===== src/rtl/distinct_ctrl_pkg.sv =====
// Shared aggregation types: key width and the packed beats exchanged with the
// distinct hash table and the downstream consumer.
package aggTypes;

  localparam int AGG_KEY_BITS = 16;

  typedef logic [AGG_KEY_BITS-1:0] agg_key_t;

  typedef struct packed {
    agg_key_t key;
    logic     last;
  } key_beat_t;

  typedef struct packed {
    agg_key_t key;
    logic     hit;
    logic     last;
  } lup_rsp_t;

  typedef struct packed {
    agg_key_t key;
    logic     last;
    logic     keep;
  } out_beat_t;

endpackage


===== src/rtl/distinct_ctrl_infl_fifo.sv =====
// Register-based FIFO holding keys whose lookup is outstanding; the head is
// visible combinationally so the response can be matched in the same cycle.
module infl_fifo #(
  parameter int WIDTH = 17,
  parameter int DEPTH = 8
) (
  input  logic             aclk,
  input  logic             aresetn,
  input  logic             push,
  input  logic [WIDTH-1:0] push_data,
  input  logic             pop,
  output logic [WIDTH-1:0] head,
  output logic             full,
  output logic             empty
);

  localparam int AW = (DEPTH > 1) ? $clog2(DEPTH) : 1;

  logic [WIDTH-1:0] mem [DEPTH];
  logic [AW-1:0]    wr_ptr;
  logic [AW-1:0]    rd_ptr;
  logic [AW:0]      count;
  logic             do_push;
  logic             do_pop;

  // Full/empty come from the registered count only; a pop never frees a slot
  // for a push in the same cycle.
  assign full    = (count == (AW+1)'(DEPTH));
  assign empty   = (count == '0);
  assign do_push = push & ~full;
  assign do_pop  = pop & ~empty;
  assign head    = mem[rd_ptr];

  always_ff @(posedge aclk or negedge aresetn) begin
    if (!aresetn) begin
      wr_ptr <= '0;
      rd_ptr <= '0;
      count  <= '0;
    end else begin
      if (do_push) wr_ptr <= wr_ptr + 1'b1;
      if (do_pop)  rd_ptr <= rd_ptr + 1'b1;
      case ({do_push, do_pop})
        2'b10:   count <= count + 1'b1;
        2'b01:   count <= count - 1'b1;
        default: count <= count;
      endcase
    end
  end

  always_ff @(posedge aclk) begin
    if (do_push) mem[wr_ptr] <= push_data;
  end

endmodule


===== src/rtl/distinct_ctrl.sv =====
// Filters a key stream down to first occurrences per batch, using table
// lookups plus a small window of recent inserts not yet visible in the table.
module distinct_ctrl
  import aggTypes::*;
#(
  parameter int INFL_DEPTH = 8,
  parameter int WIN_DEPTH  = 4
) (
  input  logic      aclk,
  input  logic      aresetn,
  input  logic      s_key_valid,
  output logic      s_key_ready,
  input  key_beat_t s_key_data,
  output logic      m_lup_req_valid,
  input  logic      m_lup_req_ready,
  output key_beat_t m_lup_req_data,
  input  logic      s_lup_rsp_valid,
  output logic      s_lup_rsp_ready,
  input  lup_rsp_t  s_lup_rsp_data,
  output logic      m_upd_req_valid,
  input  logic      m_upd_req_ready,
  output agg_key_t  m_upd_req_data,
  output logic      m_out_valid,
  input  logic      m_out_ready,
  output out_beat_t m_out_data,
  output logic      err_orphan
);

  localparam int WAW = (WIN_DEPTH > 1) ? $clog2(WIN_DEPTH) : 1;

  logic                  infl_full;
  logic                  infl_empty;
  logic [AGG_KEY_BITS:0] head_bits;
  key_beat_t             head;
  logic                  lup_fire;
  logic                  rsp_fire;
  logic                  win_match;
  logic                  dup;
  agg_key_t              win_key [WIN_DEPTH];
  logic [WIN_DEPTH-1:0]  win_vld;
  logic [WIN_DEPTH-1:0]  hit_vec;
  logic [WAW-1:0]        win_ptr;
  logic [WAW-1:0]        win_ptr_next;
  logic                  unused_rsp_bits;

  assign m_lup_req_valid = s_key_valid & ~infl_full & aresetn;
  assign s_key_ready     = m_lup_req_ready & ~infl_full & aresetn;
  assign m_lup_req_data  = s_key_data;
  assign lup_fire        = m_lup_req_valid & m_lup_req_ready;

  assign s_lup_rsp_ready = (~m_out_valid | m_out_ready) &
                           (~m_upd_req_valid | m_upd_req_ready) & ~infl_empty;
  assign rsp_fire        = s_lup_rsp_valid & s_lup_rsp_ready;

  // The response key/last are ignored; the FIFO head is authoritative.
  assign unused_rsp_bits = ^{s_lup_rsp_data.key, s_lup_rsp_data.last};

  infl_fifo #(
    .WIDTH (AGG_KEY_BITS + 1),
    .DEPTH (INFL_DEPTH)
  ) u_infl_fifo (
    .aclk      (aclk),
    .aresetn   (aresetn),
    .push      (lup_fire),
    .push_data (m_lup_req_data),
    .pop       (rsp_fire),
    .head      (head_bits),
    .full      (infl_full),
    .empty     (infl_empty)
  );

  assign head = key_beat_t'(head_bits);

  for (genvar gi = 0; gi < WIN_DEPTH; gi++) begin : g_win_cmp
    assign hit_vec[gi] = win_vld[gi] & (win_key[gi] == head.key);
  end

  assign win_match    = |hit_vec;
  assign dup          = s_lup_rsp_data.hit | win_match;
  assign win_ptr_next = (win_ptr == WAW'(WIN_DEPTH - 1)) ? '0 : win_ptr + 1'b1;

  always_ff @(posedge aclk or negedge aresetn) begin
    if (!aresetn) begin
      m_out_valid     <= 1'b0;
      m_out_data      <= '0;
      m_upd_req_valid <= 1'b0;
      m_upd_req_data  <= '0;
      err_orphan      <= 1'b0;
      win_vld         <= '0;
      win_ptr         <= '0;
      for (int i = 0; i < WIN_DEPTH; i++) win_key[i] <= '0;
    end else begin
      if (m_out_valid & m_out_ready)         m_out_valid     <= 1'b0;
      if (m_upd_req_valid & m_upd_req_ready) m_upd_req_valid <= 1'b0;
      if (s_lup_rsp_valid & infl_empty)      err_orphan      <= 1'b1;
      if (rsp_fire) begin
        if (!dup) begin
          m_out_valid      <= 1'b1;
          m_out_data       <= {head.key, head.last, 1'b1};
          m_upd_req_valid  <= 1'b1;
          m_upd_req_data   <= head.key;
          win_key[win_ptr] <= head.key;
          win_vld[win_ptr] <= 1'b1;
          win_ptr          <= win_ptr_next;
        end else if (head.last) begin
          m_out_valid <= 1'b1;
          m_out_data  <= {head.key, 1'b1, 1'b0};
        end
        // End of batch: the table is cleared, so the window must be too.
        if (head.last) win_vld <= '0;
      end
    end
  end

endmodule


===== config.mk =====
export PLATFORM = sky130hd
export DESIGN_NAME = distinct_ctrl
export DESIGN_NICKNAME = d
export VERILOG_FILES = /design/src/rtl/distinct_ctrl_pkg.sv /design/src/rtl/distinct_ctrl_infl_fifo.sv /design/src/rtl/distinct_ctrl.sv
export SDC_FILE = /design/constraint.sdc
export NUM_CORES = 1
export LEC_CHECK = 0
export ABC_AREA = 1
export CORE_MARGIN = 1.5
export CORE_UTILIZATION = 41
export DETAILED_ROUTE_END_ITERATION = 8
export HOLD_SLACK_MARGIN = 0.02
export PLACE_DENSITY = 0.62
export SYNTH_ARGS = -nofsm -noshare
export SYNTH_HDL_FRONTEND = slang
export SYNTH_SLANG_ARGS = --single-unit

===== constraint.sdc =====
create_clock -name aclk -period 3.03 [get_ports aclk]
set_input_delay 0.4545 -clock aclk [delete_from_list [all_inputs] [get_ports aclk]]
set_output_delay 0.4545 -clock aclk [all_outputs]
set_load 0.03 [all_outputs]

==> run_results.csv, run 1 <==
group,metric,value,unit
outcome,outcome,"finished clean",
synth,synth-edff-count,136,
synth,yosysUniqueCellTypes,40,
final_layout,final_common_cell,"nand2_1",
cts,clockRootBuffer,"clkbuf_16",
setup_path,worst_setup_path_start_kind,"register",
pwr,p_per_area,1130,nW/um2
final_layout,antennaDiodeCount,0,
flow_run,max-cap-violations,0,
die,die_area,31800,um2
routing,wl_met2,16.1,mm
final_layout,instances_no_fill,1982,
hold_path,hold_path_class,"input pin to asynchronous set/reset pin",
synth,synthFlopType,"edfxtp_1",
die,die_x,178,um
placement,place_hpwl,23.3,mm
synth,syn_nets,1518,
sta,report.final.slew_viol_count,0,
routing,vias,10100,
sta,slew_headroom,44.4,%
routing,wl_met1,15.3,mm
setup_path,reg2reg_depth,20,
setup_path,worstSetupPathType,"register to register",
sta,fin_skew,0.0173,ns
cts,cts_buffer_depth,3,
setup_path,cp.required,3.47,ns
global_route,grt_usage,21.8,%
placement,routabilityCongestion,0.981,
placement,placedCellCount,1931,
synth,synth_top_area_share,32.4,%
setup_path,critPathCapture,"m_out_data[10]$_DFFE_PN0P_",
sta,rsz0062_at_grt,"false",
synth,synthCells,1466,
final_layout,layout_common_cells,"525 x nand2_1, 155 x inv_1, 136 x edfxtp_1",
sta,fin_crit_sh,96.0,%
setup_path,r2r_start,"u_infl_fifo.rd_ptr[0]$_DFFE_PN0P_",
setup_path,cp_max_fo,20,
cts,cts_sinks,253,
global_route,grt_max_degree,118,
cts,htreeDepth,1,
placement,place_ws,0.193,ns
final_layout,nets,1617,
pwr,vdd_drop_max,0.556,mV
synth,async_reset_ff_share,46.2,%
synth,synth-seq-area-share,55.7,%
sta,hold_violations,0,
final_layout,postLayoutCellArea,15100,um2
pwr,leakagePower,7.10,nW
routing,routed_wl,34.6,mm
cts,post_cts_buffers,0,
global_route,antenna_found_initial,0,
global_route,grt_first_pass_wirelength,53.3,mm
routing,drc,0,
routing,wire_per_inst,17.4,um
die,initial_core_util,41.4,%
global_route,first_global_vias,9422,
setup_path,r2r_slack,0.12,ns
routing,routed.top_layer,"met4",
final_layout,synthToLayoutAreaGrowth,19.6,%
synth,synth_area,12600,um2
synth,avgSynthCellArea,8.59,um2
synth,synth.area.top_cells,"edfxtp_1 32%, dfrtp_1 23%, nand2_1 16%, inv_1 4.6%, nand3_1 4.4%",
setup_path,crit_arrival,3.35,ns
routing,dr_wl_met3,2.30,mm
routing,first_pass_iters,7,
routing,via_per_inst,5.10,
cts,holdBufCountCts,0,
setup_path,worstSetupStartpoint,"u_infl_fifo.rd_ptr[0]$_DFFE_PN0P_",
setup_path,timing.rr.end,"m_out_data[10]$_DFFE_PN0P_",
sta,setup_ws,0.121,ns
cts,numCtsBuffers,27,
cts,cts_tree,"yes",
sta,worst_pin_slew,0.833,ns
sta,setup_viol,0,
die,row_count,64,
setup_path,end_kind,"register",
die,core_area,30400,um2
sta,min_period,2.91,ns
cts,cts_resized,0,
cts,clkTransAtPathRegs,0.06,ns
synth,yosysWarnings,0,
cts,clk_latency,0.56,ns
placement,dpl_cell_area,14100,um2
sta,fin_setup_tns,0,ns
synth,yosysTopAreaCell,"edfxtp_1",
final_layout,drive_above_1_share,9.96,%
synth,ys_ff_latch,253,
routing,ant_nets,0,
global_route,gr-total-overflow,0,
sta,max_freq,0.344,GHz
routing,drt_iter0_drc,1130,
placement,portBuffers,81,
die,pin_count,99,
die,dieHeight,178,um
## metrics by stage
step / util [%] / hold slack [ns] / power [W]
6_report: 49.5 / 0.0843 / 0.0170
5_1_grt: 49.5 / 0.149 / 0.0181
4_1_cts: 49.3 / 0.120 / 0.0169
3_5_place_dp: 46.4 / 0.450 / 0.0136
3_3_place_gp: 46.4 / 0.445 / 0.0135
2_1_floorplan: - / 0.159 / 0.0103
## worst max-delay path, cell delays in order (launching register included)
cell and delay (ns):
dfrtp_2 0.48, inv_4 0.10, buf_4 0.18, nand2_1 0.06
nand2_1 0.05, nand2_1 0.05, nand3_1 0.21, buf_4 0.24
nand3b_1 0.10, nand2_1 0.07, nor2_1 0.15, nand2_1 0.07
nor2_1 0.19, nand3_1 0.10, nand2_1 0.16, nor2_4 0.07
nand2_4 0.09, nand2_1 0.09, buf_12 0.16, nand2_1 0.10
nand2_1 0.06
## cell usage after synthesis, types with 2 or more instances
| master | instances |
|---|---|
| o211ai_1 | 2 |
| clkbuf_1 | 15 |
| nand4_1 | 69 |
| buf_4 | 22 |
| nand2_2 | 12 |
| a21oi_1 | 4 |
| nand2_1 | 530 |
| ha_1 | 9 |
| buf_1 | 2 |
| inv_2 | 9 |
| or2_1 | 3 |
| buf_6 | 6 |
| inv_1 | 155 |
| xor2_1 | 11 |
| nor2_4 | 2 |
| nand3b_1 | 37 |
| dfrtp_1 | 117 |
| nand3_1 | 112 |
| edfxtp_1 | 136 |
| o22ai_1 | 2 |
| buf_2 | 32 |
| o21ai_1 | 19 |
| and2_1 | 2 |
| nor3b_1 | 2 |
| nor2_1 | 111 |
| o21ai_0 | 19 |
| nand3_2 | 13 |
## cell families after synthesis
kind of cell,after synthesis,share of synthesized area (%)
simple gates,900,31.8
flops,253,55.7
buf+inv,242,8.56
compound gates,49,2.07
xor+xnor,12,0.834
fa+ha+maj,10,1.05
## area by class of cell
class,count,area (um2)
fillers,2838,15400
flip-flops and latches,253,7010
multi-input cells,971,4560
repair buffers,147,1520
clock buffers,32,704
inverters,165,622
well taps,396,495
clock inverters,18,155
## power breakdown
group	internal, W	switching (W)	leakage [nW]
clock network	0.00184	0.00140	0.424
registers	0.00444	0.000586	2.69
logic	0.00297	0.00576	3.99
total	0.00924	0.00774	7.10
## layer usage
| metal | global-route usage, % | vias to the layer above |
|---|---|---|
| met5 | 0 | - |
| met4 | 6.88 | 0 |
| met3 | 3.28 | 58 |
| met2 | 34.9 | 333 |
| met1 | 30.6 | 4799 |
| li1 | - | 4914 |
## registers in the layout, indices dropped and copies added (netlist names)
| name | cells |
|---|---|
| m_out_data | 18 |
| u_infl_fifo.rd_ptr | 3 |
| win_key | 64 |
| err_orphan | 1 |
| u_infl_fifo.wr_ptr | 3 |
| win_ptr | 2 |
| win_vld | 4 |
| u_infl_fifo.count | 4 |
| m_upd_req_valid | 1 |
| m_upd_req_data | 16 |
| m_out_valid | 1 |
| u_infl_fifo.mem | 136 |
## how the worst min path moves through the flow
stage,start,end,cells after the start
after CTS,aresetn,m_upd_req_data[8]$_DFFE_PN0P_,2
after global routing,aresetn,m_upd_req_data[6]$_DFFE_PN0P_,2
after detailed placement,err_orphan$_DFFE_PN0P_,err_orphan$_DFFE_PN0P_,1
final,aresetn,m_upd_req_data[8]$_DFFE_PN0P_,2
after floorplan,aresetn,err_orphan$_DFFE_PN0P_,0
after global placement,err_orphan$_DFFE_PN0P_,err_orphan$_DFFE_PN0P_,1
(Power assumes the default switching activity.)
==> run 2, diff against run 1 <==
--- a/config.mk
+++ b/config.mk
@@ -6,11 +6,13 @@
 export NUM_CORES = 1
 export LEC_CHECK = 0
 export ABC_AREA = 1
+export CORE_ASPECT_RATIO = 1.2
 export CORE_MARGIN = 1.5
 export CORE_UTILIZATION = 41
 export DETAILED_ROUTE_END_ITERATION = 8
 export HOLD_SLACK_MARGIN = 0.02
 export PLACE_DENSITY = 0.62
+export SLEW_MARGIN = 20
 export SYNTH_ARGS = -nofsm -noshare
 export SYNTH_HDL_FRONTEND = slang
 export SYNTH_SLANG_ARGS = --single-unit
==> run 2 against run 1 <==
  * Sequential cell count unchanged
  * Clock-buffer cell count increased by 4
  * Combinational power decreased by 2.9%
  * Non-clock buffer count decreased by 11
  * Utilization decreased by 0.12 points
  * First-iteration DRC count decreased by 17%
  * Wire length decreased by 2.8%
  * Sequential power about the same
  * Maximum frequency increased by 3.1%
  * Design area decreased by 0.37%
  * Setup slack improved by 0.086 ns
  * Register-to-register slack improved by 0.09 ns
  * Largest power group unchanged
==> run_results.csv, run 2 (synthesized netlist as in run 1, its figures left out) <==
group,metric,value,unit
die,initial_core_util,41.5,%
cts,cts_buffer_depth,3,
pwr,leakagePower,7.05,nW
sta,worst_pin_slew,0.848,ns
pwr,switching_share,44.7,%
routing,first_pass_iters,5,
setup_path,worst_setup_path_start_kind,"register",
pwr,p_int,0.00933,W
global_route,antenna_found_initial,0,
hold_path,hold_depth,1,
final_layout,multi_input_area,4550,um2
setup_path,cp.required,3.44,ns
sta,fin_skew,0.0146,ns
final_layout,final_util,49.4,%
hold_path,holdPathEnd,"err_orphan$_DFFE_PN0P_",
final_layout,final_common_cell,"nand2_1",
pwr,p_comb_share,50.3,%
setup_path,r2r_start,"u_infl_fifo.rd_ptr[0]$_DFFE_PN0P_",
cts,clockRootBuffer,"clkbuf_16",
final_layout,largest_reg_flops,136,
final_layout,antennaDiodeCount,0,
die,pin_count,99,
setup_path,r2r_slack,0.21,ns
final_layout,layout_common_cells,"528 x nand2_1, 155 x inv_1, 136 x edfxtp_1",
final_layout,seq_area,7010,um2
die,die_area,31800,um2
routing,ant_nets,0,
cts,cts_sinks,253,
placement,routabilityCongestion,0.938,
cts,numCtsBuffers,27,
routing,wire_per_inst,17.1,um
sta,fin_setup_tns,0,ns
cts,clk_latency,0.54,ns
global_route,grt_usage,21.7,%
placement,place_hpwl,23.2,mm
global_route,grt_max_degree,60,
setup_path,worstSetupStartpoint,"u_infl_fifo.rd_ptr[0]$_DFFE_PN0P_",
die,dieHeight,195,um
sta,setup_viol,0,
outcome,outcome,"finished clean",
final_layout,synthToLayoutAreaGrowth,19.2,%
setup_path,timing.rr.end,"m_out_data[8]$_DFFE_PN0P_",
routing,drt_iter0_drc,933,
setup_path,worstSetupPathType,"register to register",
die,core_area,30400,um2
final_layout,top_register,"u_infl_fifo.mem",
pwr,p_seq_share,29.7,%
final_layout,drive_above_1_share,8.90,%
final_layout,reg.largest.list,"u_infl_fifo.mem (136), win_key (64), m_out_data (18)",
pwr,p_clk_share,20.0,%
hold_path,hold_start,"err_orphan$_DFFE_PN0P_",
sta,rsz0062_at_grt,"false",
routing,via_per_inst,5.10,
die,die_x,163,um
global_route,gr-total-overflow,0,
cts,htreeDepth,1,
setup_path,crit_arrival,3.24,ns
setup_path,reg2reg_depth,18,
sta,hold_violations,0,
hold_path,hold_path_class,"register to register",
routing,vias,10000,
cts,clkTransAtPathRegs,0.06,ns
placement,portBuffers,81,
routing,drc,0,
die,row_count,70,
pwr,vdd_drop_max,0.539,mV
sta,max_freq,0.354,GHz
pwr,p_switching,0.00753,W
sta,fin_crit_sh,93.2,%
pwr,p_per_area,1120,nW/um2
sta,report.final.slew_viol_count,0,
sta,min_period,2.82,ns
global_route,first_global_vias,9633,
global_route,grt_first_pass_wirelength,53.0,mm
setup_path,end_kind,"register",
final_layout,nets,1606,
routing,routed_wl,33.6,mm
cts,cts_tree,"yes",
sta,slew_headroom,43.5,%
flow_run,max-cap-violations,0,
final_layout,fillers,2853,
pwr,total_power,0.0169,W
setup_path,cp_max_fo,34,
[run 2: how the worst max path moves through the flow]
stage	endpoint	slack, ns	depth (start not counted)
4_1_cts	win_key[7]$_DFFE_PN0P_	0.09	18
6_report	m_out_data[8]$_DFFE_PN0P_	0.21	18
3_3_place_gp	win_key[5]$_DFFE_PN0P_	0.13	18
2_1_floorplan	u_infl_fifo.count[3]$_DFFE_PN0P_	0.29	14
3_5_place_dp	win_key[6]$_DFFE_PN0P_	0.1	18
5_1_grt	win_key[20]$_DFFE_PN0P_	0.007	19
[run 2: through the flow]
stage               cells  setup WS, ns  hold slack (ns)  cell area, um2
floorplan            1466         0.285            0.159           12600
global placement     1920         0.135            0.441           14100
detailed placement   1920        0.0973            0.443           14100
CTS                  1969        0.0884            0.457           15000
global route         1969       0.00701            0.497           15000
finish               1969         0.208            0.451           15000
[run 2: layout make-up]
cell class	count	area share, %
clock buffers	36	4.93
clock inverters	12	1.04
inverters	165	4.14
multi-input cells	971	30.3
flip-flops and latches	253	46.7
well taps	396	3.30
repair buffers	136	9.59
[run 2: per-layer routing]
metal,up-vias,share of wire (%),track usage [%]
li1,4892,-,-
met1,4769,42,27.6
met2,309,49,37.4
met3,71,5.2,2.55
met4,0,3.6,8.66
met5,-,0,0
[run 2: repair_timing]
item	in CTS	in global routing
endpoints found under the setup margin	0	85
setup buffers	0	0
hold endpoints to repair	18	0
resized for setup	0	9
hold buffers	1	0
[run 2: power groups by stage]
stage | registers, W | clock network (W) | logic, W
floorplan | 0.00537 | 0 | 0.00496
global placement | 0.00505 | 0 | 0.00826
detailed placement | 0.00507 | 0 | 0.00836
CTS | 0.00501 | 0.00344 | 0.00839
global route | 0.00510 | 0.00360 | 0.00934
finish | 0.00501 | 0.00337 | 0.00848
[run 2: critical path: stages (launching register included)]
cell	delay, ns
dfrtp_2	0.46
inv_4	0.10
buf_12	0.19
nand2_1	0.07
nand2_1	0.06
nand2_1	0.05
nand3_2	0.13
nand2_1	0.25
a21boi_0	0.26
nand3_1	0.11
nor2_1	0.13
nand2_1	0.10
nor2_4	0.16
nor2_8	0.08
nand2_4	0.09
nand2_1	0.08
buf_12	0.16
nand2_1	0.12
nand2_1	0.06
